===== src/rtl/booth_mul_seq_r4.sv =====
// Iterative radix-4 Booth multiplier for unsigned mantissas: one partial product
// per clock into a carry-corrected accumulator, valid/ready on both sides.
module booth_mul_seq_r4 #(
    parameter int unsigned DWIDTH = 11
) (
    input  logic                  clk,
    input  logic                  rst_n,
    input  logic                  in_valid,
    output logic                  in_ready,
    input  logic [DWIDTH-1:0]     in_a,
    input  logic [DWIDTH-1:0]     in_b,
    output logic                  out_valid,
    input  logic                  out_ready,
    output logic [2*DWIDTH-1:0]   out_p
);

    localparam int unsigned NPP = DWIDTH / 2 + 1;
    localparam int unsigned PW  = 2 * DWIDTH;
    localparam int unsigned AW  = PW + 2;
    localparam int unsigned BW  = DWIDTH + 3;
    localparam int unsigned CW  = (NPP > 1) ? $clog2(NPP) : 1;

    typedef enum logic [1:0] {
        IDLE = 2'd0,
        BUSY = 2'd1,
        DONE = 2'd2
    } state_t;

    state_t              state_q;
    state_t              state_nx;
    logic                in_ready_q;
    logic                out_valid_q;
    logic [DWIDTH-1:0]   a_q;
    logic [BW-1:0]       b_q;
    logic [AW-1:0]       acc_q;
    logic [CW-1:0]       cnt_q;

    logic [AW-1:0]       pp;
    logic                pp_neg;
    logic [AW-1:0]       pp_sh;
    logic [AW-1:0]       carry_sh;

    // Booth digit from B[2:0]; negative digits use one's complement plus carry-in
    always_comb begin
        pp     = '0;
        pp_neg = 1'b0;
        case (b_q[2:0])
            3'b001, 3'b010: pp = AW'(a_q);
            3'b011:         pp = AW'({a_q, 1'b0});
            3'b100: begin
                pp     = ~AW'({a_q, 1'b0});
                pp_neg = 1'b1;
            end
            3'b101, 3'b110: begin
                pp     = ~AW'(a_q);
                pp_neg = 1'b1;
            end
            default: pp = '0;
        endcase
        pp_sh    = pp << {cnt_q, 1'b0};
        carry_sh = AW'(pp_neg) << {cnt_q, 1'b0};
    end

    // Next-state logic
    always_comb begin
        state_nx = state_q;
        case (state_q)
            IDLE: if (in_valid) state_nx = BUSY;
            BUSY: if (cnt_q == CW'(NPP - 1)) state_nx = DONE;
            DONE: if (out_ready) state_nx = IDLE;
            default: state_nx = IDLE;
        endcase
    end

    // State register; handshake flags are registered decodes of the next state
    always_ff @(posedge clk) begin
        if (!rst_n) begin
            state_q     <= IDLE;
            in_ready_q  <= 1'b1;
            out_valid_q <= 1'b0;
        end else begin
            state_q     <= state_nx;
            in_ready_q  <= (state_nx == IDLE);
            out_valid_q <= (state_nx == DONE);
        end
    end

    // Operand capture and digit-serial accumulation
    always_ff @(posedge clk) begin
        if (!rst_n) begin
            a_q   <= '0;
            b_q   <= '0;
            acc_q <= '0;
            cnt_q <= '0;
        end else begin
            case (state_q)
                IDLE: begin
                    if (in_valid) begin
                        a_q   <= in_a;
                        b_q   <= {2'b00, in_b, 1'b0};
                        acc_q <= '0;
                        cnt_q <= '0;
                    end
                end
                BUSY: begin
                    acc_q <= acc_q + pp_sh + carry_sh;
                    b_q   <= b_q >> 2;
                    cnt_q <= cnt_q + CW'(1);
                end
                default: ;
            endcase
        end
    end

    assign in_ready  = in_ready_q;
    assign out_valid = out_valid_q;
    assign out_p     = acc_q[PW-1:0];

endmodule


===== config.mk =====
export PLATFORM = sky130hd
export DESIGN_NAME = booth_mul_seq_r4
export DESIGN_NICKNAME = d
export VERILOG_FILES = /design/src/rtl/booth_mul_seq_r4.sv
export SDC_FILE = /design/constraint.sdc
export NUM_CORES = 1
export LEC_CHECK = 0
export BUFFER_PORTS_ARGS = -buffer_cell sky130_fd_sc_hd__buf_2
export CAP_MARGIN = 5
export CORE_MARGIN = 1
export CORE_UTILIZATION = 35
export CTS_CLUSTER_SIZE = 16
export DETAILED_ROUTE_END_ITERATION = 10
export PLACE_DENSITY = 0.59
export SYNTH_ARGS = -nofsm -noshare
export SYNTH_HDL_FRONTEND = slang
export SYNTH_SLANG_ARGS = --single-unit

===== constraint.sdc =====
create_clock -name clk -period 8.35 [get_ports clk]
set_clock_uncertainty 0.1 [all_clocks]
set_input_delay 1.67 -clock clk [delete_from_list [all_inputs] [get_ports clk]]
set_output_delay 1.67 -clock clk [all_outputs]
set_load 0.02 [all_outputs]

# After elaboration in Yosys (flattened, before gate mapping)
# Cells that the tools add are included.
dict set report classes {
  addsub 3
  eq_ne 11
  shift 2
  n_mux 12
  bitwise 2
  reduce_logical 8
}
# operator n
set ops {}
lappend ops {{$pmux 24 s4} 1}
lappend ops {{$add 24x24->24} 2}
lappend ops {{$pmux 24 s2} 1}
lappend ops {{$pmux 14 s2} 1}
lappend ops {{$mux 24} 1}
lappend ops {{$not 11->24} 1}
lappend ops {{$not 12->24} 1}
lappend ops {{$shl 1x4->24} 1}
lappend ops {{$shl 24x4->24} 1}
lappend ops {{$mux 14} 1}
lappend ops {{$eq 3x3->1 const B} 4}
lappend ops {{$eq 3x2->1 const B} 2}
lappend ops {{$mux 2} 3}
lappend ops {{$pmux 2 s3} 1}
lappend ops {{$pmux 3 s2} 1}
lappend ops {{$eq 2x2->1 const B} 2}
lappend ops {{$logic_not 2->1} 2}
lappend ops {{$reduce_and 2->1} 2}
lappend ops {{$reduce_or 2->1} 2}
lappend ops {{$add 3x1->3 const B} 1}
lappend ops {{$eq 3x1->1 const B} 1}
lappend ops {{$mux 3} 1}
lappend ops {{$reduce_or 3->1} 1}
lappend ops {{$eq 2x1->1 const B} 1}
lappend ops {{other kinds (3)} 3}
dict set report word_totals {
  ff_bits 56
}

# Depth between registers and ports, before layout
dict set report depth {
  ltp_word 7
  depth_mapped 18
  ltp_nobuf 17
}

# Worst setup path before layout
# Ideal clock, no wire load.
dict set report synth_path {
  path_kind {flip-flop to flip-flop}
  start {reg b_q[0]}
  end {reg acc_q[20]}
  setup_time_ns 0.127
  t_arrival_ns 3.672
  path_slack_ns 4.450
  stages_incl_launch_ff 19
  n_path_buf 1
  period_less_slack_ns 3.900
  cell_sequence {dfxtp_1 -> clkbuf_1 -> o21a_1 -> o21ai_1 -> a21oi_1 -> nand2_1 -> o21ai_1 -> inv_1 -> or3_1 -> fa_1 -> inv_1 -> ha_1 -> a21oi_1 -> nand4b_1 -> a211o_1 -> a211o_1 -> a31oi_1 -> xnor2_1 -> o21ai_1}
}
dict set report synth_via {
  elab_chain_cells 7
  word_cells_on_any_way 16
  cone_classes {add/sub (2); eq/ne (6); shift (2); mux (3); reduce/logical (3)}
}
# item line_no
set synth_rtl {}
lappend synth_rtl {{from (decl)} 34} ;# logic [BW-1:0] b_q;
lappend synth_rtl {{from (signal assigned)} 100} ;# b_q <= {2'b00, in_b, 1'b0};
lappend synth_rtl {{from (signal assigned)} 107} ;# b_q <= b_q >> 2;
lappend synth_rtl {{$eq 3x3->1, or another cell as far along} 47} ;# case (b_q[2:0])
lappend synth_rtl {{$reduce_or 2->1} 47}
lappend synth_rtl {{$pmux 24 s4} 47}
lappend synth_rtl {{$shl 24x4->24} 60} ;# pp_sh = pp << {cnt_q, 1'b0};
lappend synth_rtl {{$add 24x24->24} 106} ;# acc_q <= acc_q + pp_sh + carry_sh;
lappend synth_rtl {{$add 24x24->24 (*)} 106}
lappend synth_rtl {{$pmux 24 s2 (*)} 96} ;# case (state_q)
lappend synth_rtl {{to (signal assigned)} 106}
lappend synth_rtl {{to (decl)} 35} ;# logic [AW-1:0] acc_q;
# Mark *: on every way between the ends. The rest lies on a longest branch, timed or not.
# A chain may end at the register's enable or synchronous reset.

# Worst setup path after layout
dict set report layout_path {
  start {reg b_q[2]}
  end {reg acc_q[20]}
}
# The elaborated chain is that of the path after synthesis.

==> flow_metrics.tcl <==
set metrics [dict create \
    clock-sinks 52 \
    syn_area_sq_um 4128 \
    ys_types 61 \
    numCtsBuffers 5 \
    firstDrtPassIters 4 \
    grt_pass1_vias 3595 \
    cts_resized 0 \
    peakVddDrop_uv 77.88 \
    place_congestion 0.8886 \
    drc_errors 0 \
    dpl_worst_slack_ns 3.479 \
    slowest_stage "dfxtp_1" \
    die_y_um 110.6 \
    maxCapViolations 0 \
    avgSynthCellArea_sq_um 7.923 \
    status "finished, final reports clean" \
    met3_length_um 443 \
    start_kind "register" \
    portBuffers 49 \
    critical_path_required_ns 8.43 \
    overflow 0 \
    clockRootBuffer "clkbuf_16" \
    clk_latency_ns 0.30 \
    worst_pin_slew_ns 1.118 \
    wl_met2_um 4895 \
    synth_seq_cells 52 \
    cp-end-kind "register" \
    synth_nets 591 \
    netlist.top_cell.by_area "dfxtp_1" \
    die_x_um 110.6 \
    grt_max_degree 38 \
    synth_edf_count 0 \
    final.setup.worst_slack_ns 3.447 \
    p_leak_nw 2.007 \
    critPathBufInv 2 \
    finalPower_uw 722.1 \
    placed_area_sq_um 4448 \
    tns_ns 0 \
    async_reset_ff_share_pct 0 \
    power.density_nw_per_um2 157.2 \
    top_layer "met4" \
    setup_violations 0 \
    fmax_ghz 0.2039 \
    hpwl_um 7936 \
    htree_levels 2 \
    grtUsageTotal_pct 17.64 \
    tritoncts "built" \
    final_net_count 619 \
    ys_seq_area_share_pct 25.22 \
    antenna_found_initial 0 \
    antenna_cells 0 \
    die_area_sq_um 12230 \
    postRouteAntennaNets 0 \
    cts_max_path_buffers 2 \
    ys_top_cells_by_area "dfxtp_1 25%, ha_1 11%, nand2_1 6.9%" \
    area_delta_synth_final_pct 11.28 \
    slowest_delay_ns 0.88 \
    layout_min_cycle_time_ns 4.903 \
    report.final.slew_viol_count 0 \
    wl_per_cell_um 15.03 \
    clkTransAtPathRegs_ns 0.07 \
    min_path_type "register to register" \
    period_share_pct 58.72 \
    cts_hold_buf 0 \
    finalHoldViolCount 0 \
    yosys_warnings 0 \
    ys.flop_type "dfxtp_1" \
    stdcell_area_sq_um 4593 \
    drive_above_1_share_pct 12.91 \
    synth_top_area_share_pct 25.22 \
    viasPerCell 5.349 \
    arrival_ns 4.99 \
    postCtsSetupBuffers 0 \
    core.rowCount 39 \
    crit_type "register to register" \
    crit_fanout 23 \
    crit_path_cell_trace "or3b_1 -> nor2_1 -> a211oi_1 -> o21ai_1 -> inv_1 -> or3_1 -> fa_1 -> inv_1 -> ha_1 -> a21oi_1 -> nand4b_1 -> a211o_1 -> a211o_1 -> a31oi_1 -> xnor2_1 -> o21ai_1" \
    syn_inst 521 \
    drt_iter0_drc 208 \
    ios 50 \
    slew_headroom_pct 25.36 \
    design.core.area_sq_um 11470 \
    vias 3707 \
    crit_family "simple AND/OR/NAND/NOR gates" \
    final_common_cell "nand2_1" \
    m1WireLength_um 4825 \
    grt_pass1_wl_um 17560 \
    wl_um 10420 \
    final_cell_mix "76 x nand2_1, 52 x dfxtp_1, 49 x buf_2" \
    rsz0062_at_grt "false" \
    start_util_pct 36.00 \
]
## final cells by class
type	count	area (sq um)
fillers	1176	6874
multi-input cells	419	2889
flip-flops and latches	52	1041
repair buffers	52	267.8
well taps	143	178.9
clock buffers	6	128.9
inverters	19	71.32
clock inverters	2	16.27
## stage by stage
| step | hold slack (ns) | utilization, % | std cells |
|---|---|---|---|
| after global routing | 0.4005 | 40.05 | 693 |
| after global placement | 0.3607 | 38.79 | 685 |
| after floorplan | 0.3552 | - | 521 |
| final | 0.3839 | 40.05 | 693 |
| after detailed placement | 0.3702 | 38.79 | 685 |
| after CTS | 0.3845 | 40.05 | 693 |
## path summary, 6_finish.rpt
| path | startpoint | endpoint | slack, ns | depth (start not counted) |
|---|---|---|---|---|
| max reg2reg | b_q[2] | acc_q[20] | 3.45 | 16 |
| max | b_q[2] | acc_q[20] | 3.45 | 16 |
| min reg2reg | b_q[3] | b_q[1] | 0.38 | 2 |
| min | b_q[3] | b_q[1] | 0.38 | 2 |
## routing by layer
layer  track usage, %  up-vias
met1            22.93     1719
met3            2.470       17
li1                 -     1893
met4            6.756        0
met2            29.52       78
met5                0        -
## power by group
part / internal [mW] / leakage, nW / switching (mW)
registers: 0.264 / 0.426 / 0.0239
clock network: 0.112 / 0.0671 / 0.0994
logic: 0.0936 / 1.51 / 0.129
total: 0.470 / 2.01 / 0.252
## cell usage after synthesis (3+ instances only)
library cell,number
a211o_1,6
a211oi_1,4
a21boi_0,11
a21o_1,3
a21oi_1,39
a22oi_1,13
a311oi_1,9
and2_1,5
and3_1,5
clkbuf_1,27
dfxtp_1,52
fa_1,9
ha_1,35
inv_1,16
mux2i_1,12
nand2_1,76
nand2b_1,10
nand3_1,4
nand4b_1,4
nor2_1,44
nor2b_1,20
nor3_1,9
o21ai_0,12
o21ai_1,10
o22ai_1,11
or2_1,4
or3_1,3
xnor2_1,20
xor2_1,8
## worst min-delay path, delay by kind of cell, from the launching register on
kind | cells | cell delay, ns
and+or+nand+nor | 1 | 0.05
DFF | 1 | 0.31
AOI/OAI and AO/OA | 1 | 0.07
## flip-flops by register name, indices dropped and copies added, names as in the netlist
signal / count
acc_q: 22
out_valid: 1
in_ready: 1
a_q: 11
state_q: 2
cnt_q: 3
b_q: 12
## logic make-up (layout without fill, tap and decap cells)
kind of cell	count (synthesis)	after routing	share of synthesized area, %
AOI/OAI and AO/OA	140	140	22.89
xor gates and xnor gates	29	29	6.335
adders and majority gates	44	44	14.97
buffers and inverters	50	79	4.789
DFF	52	52	25.22
muxes	15	15	4.092
and+or+nand+nor	191	191	21.70
Note: power is estimated with default switching activity, not from simulation.
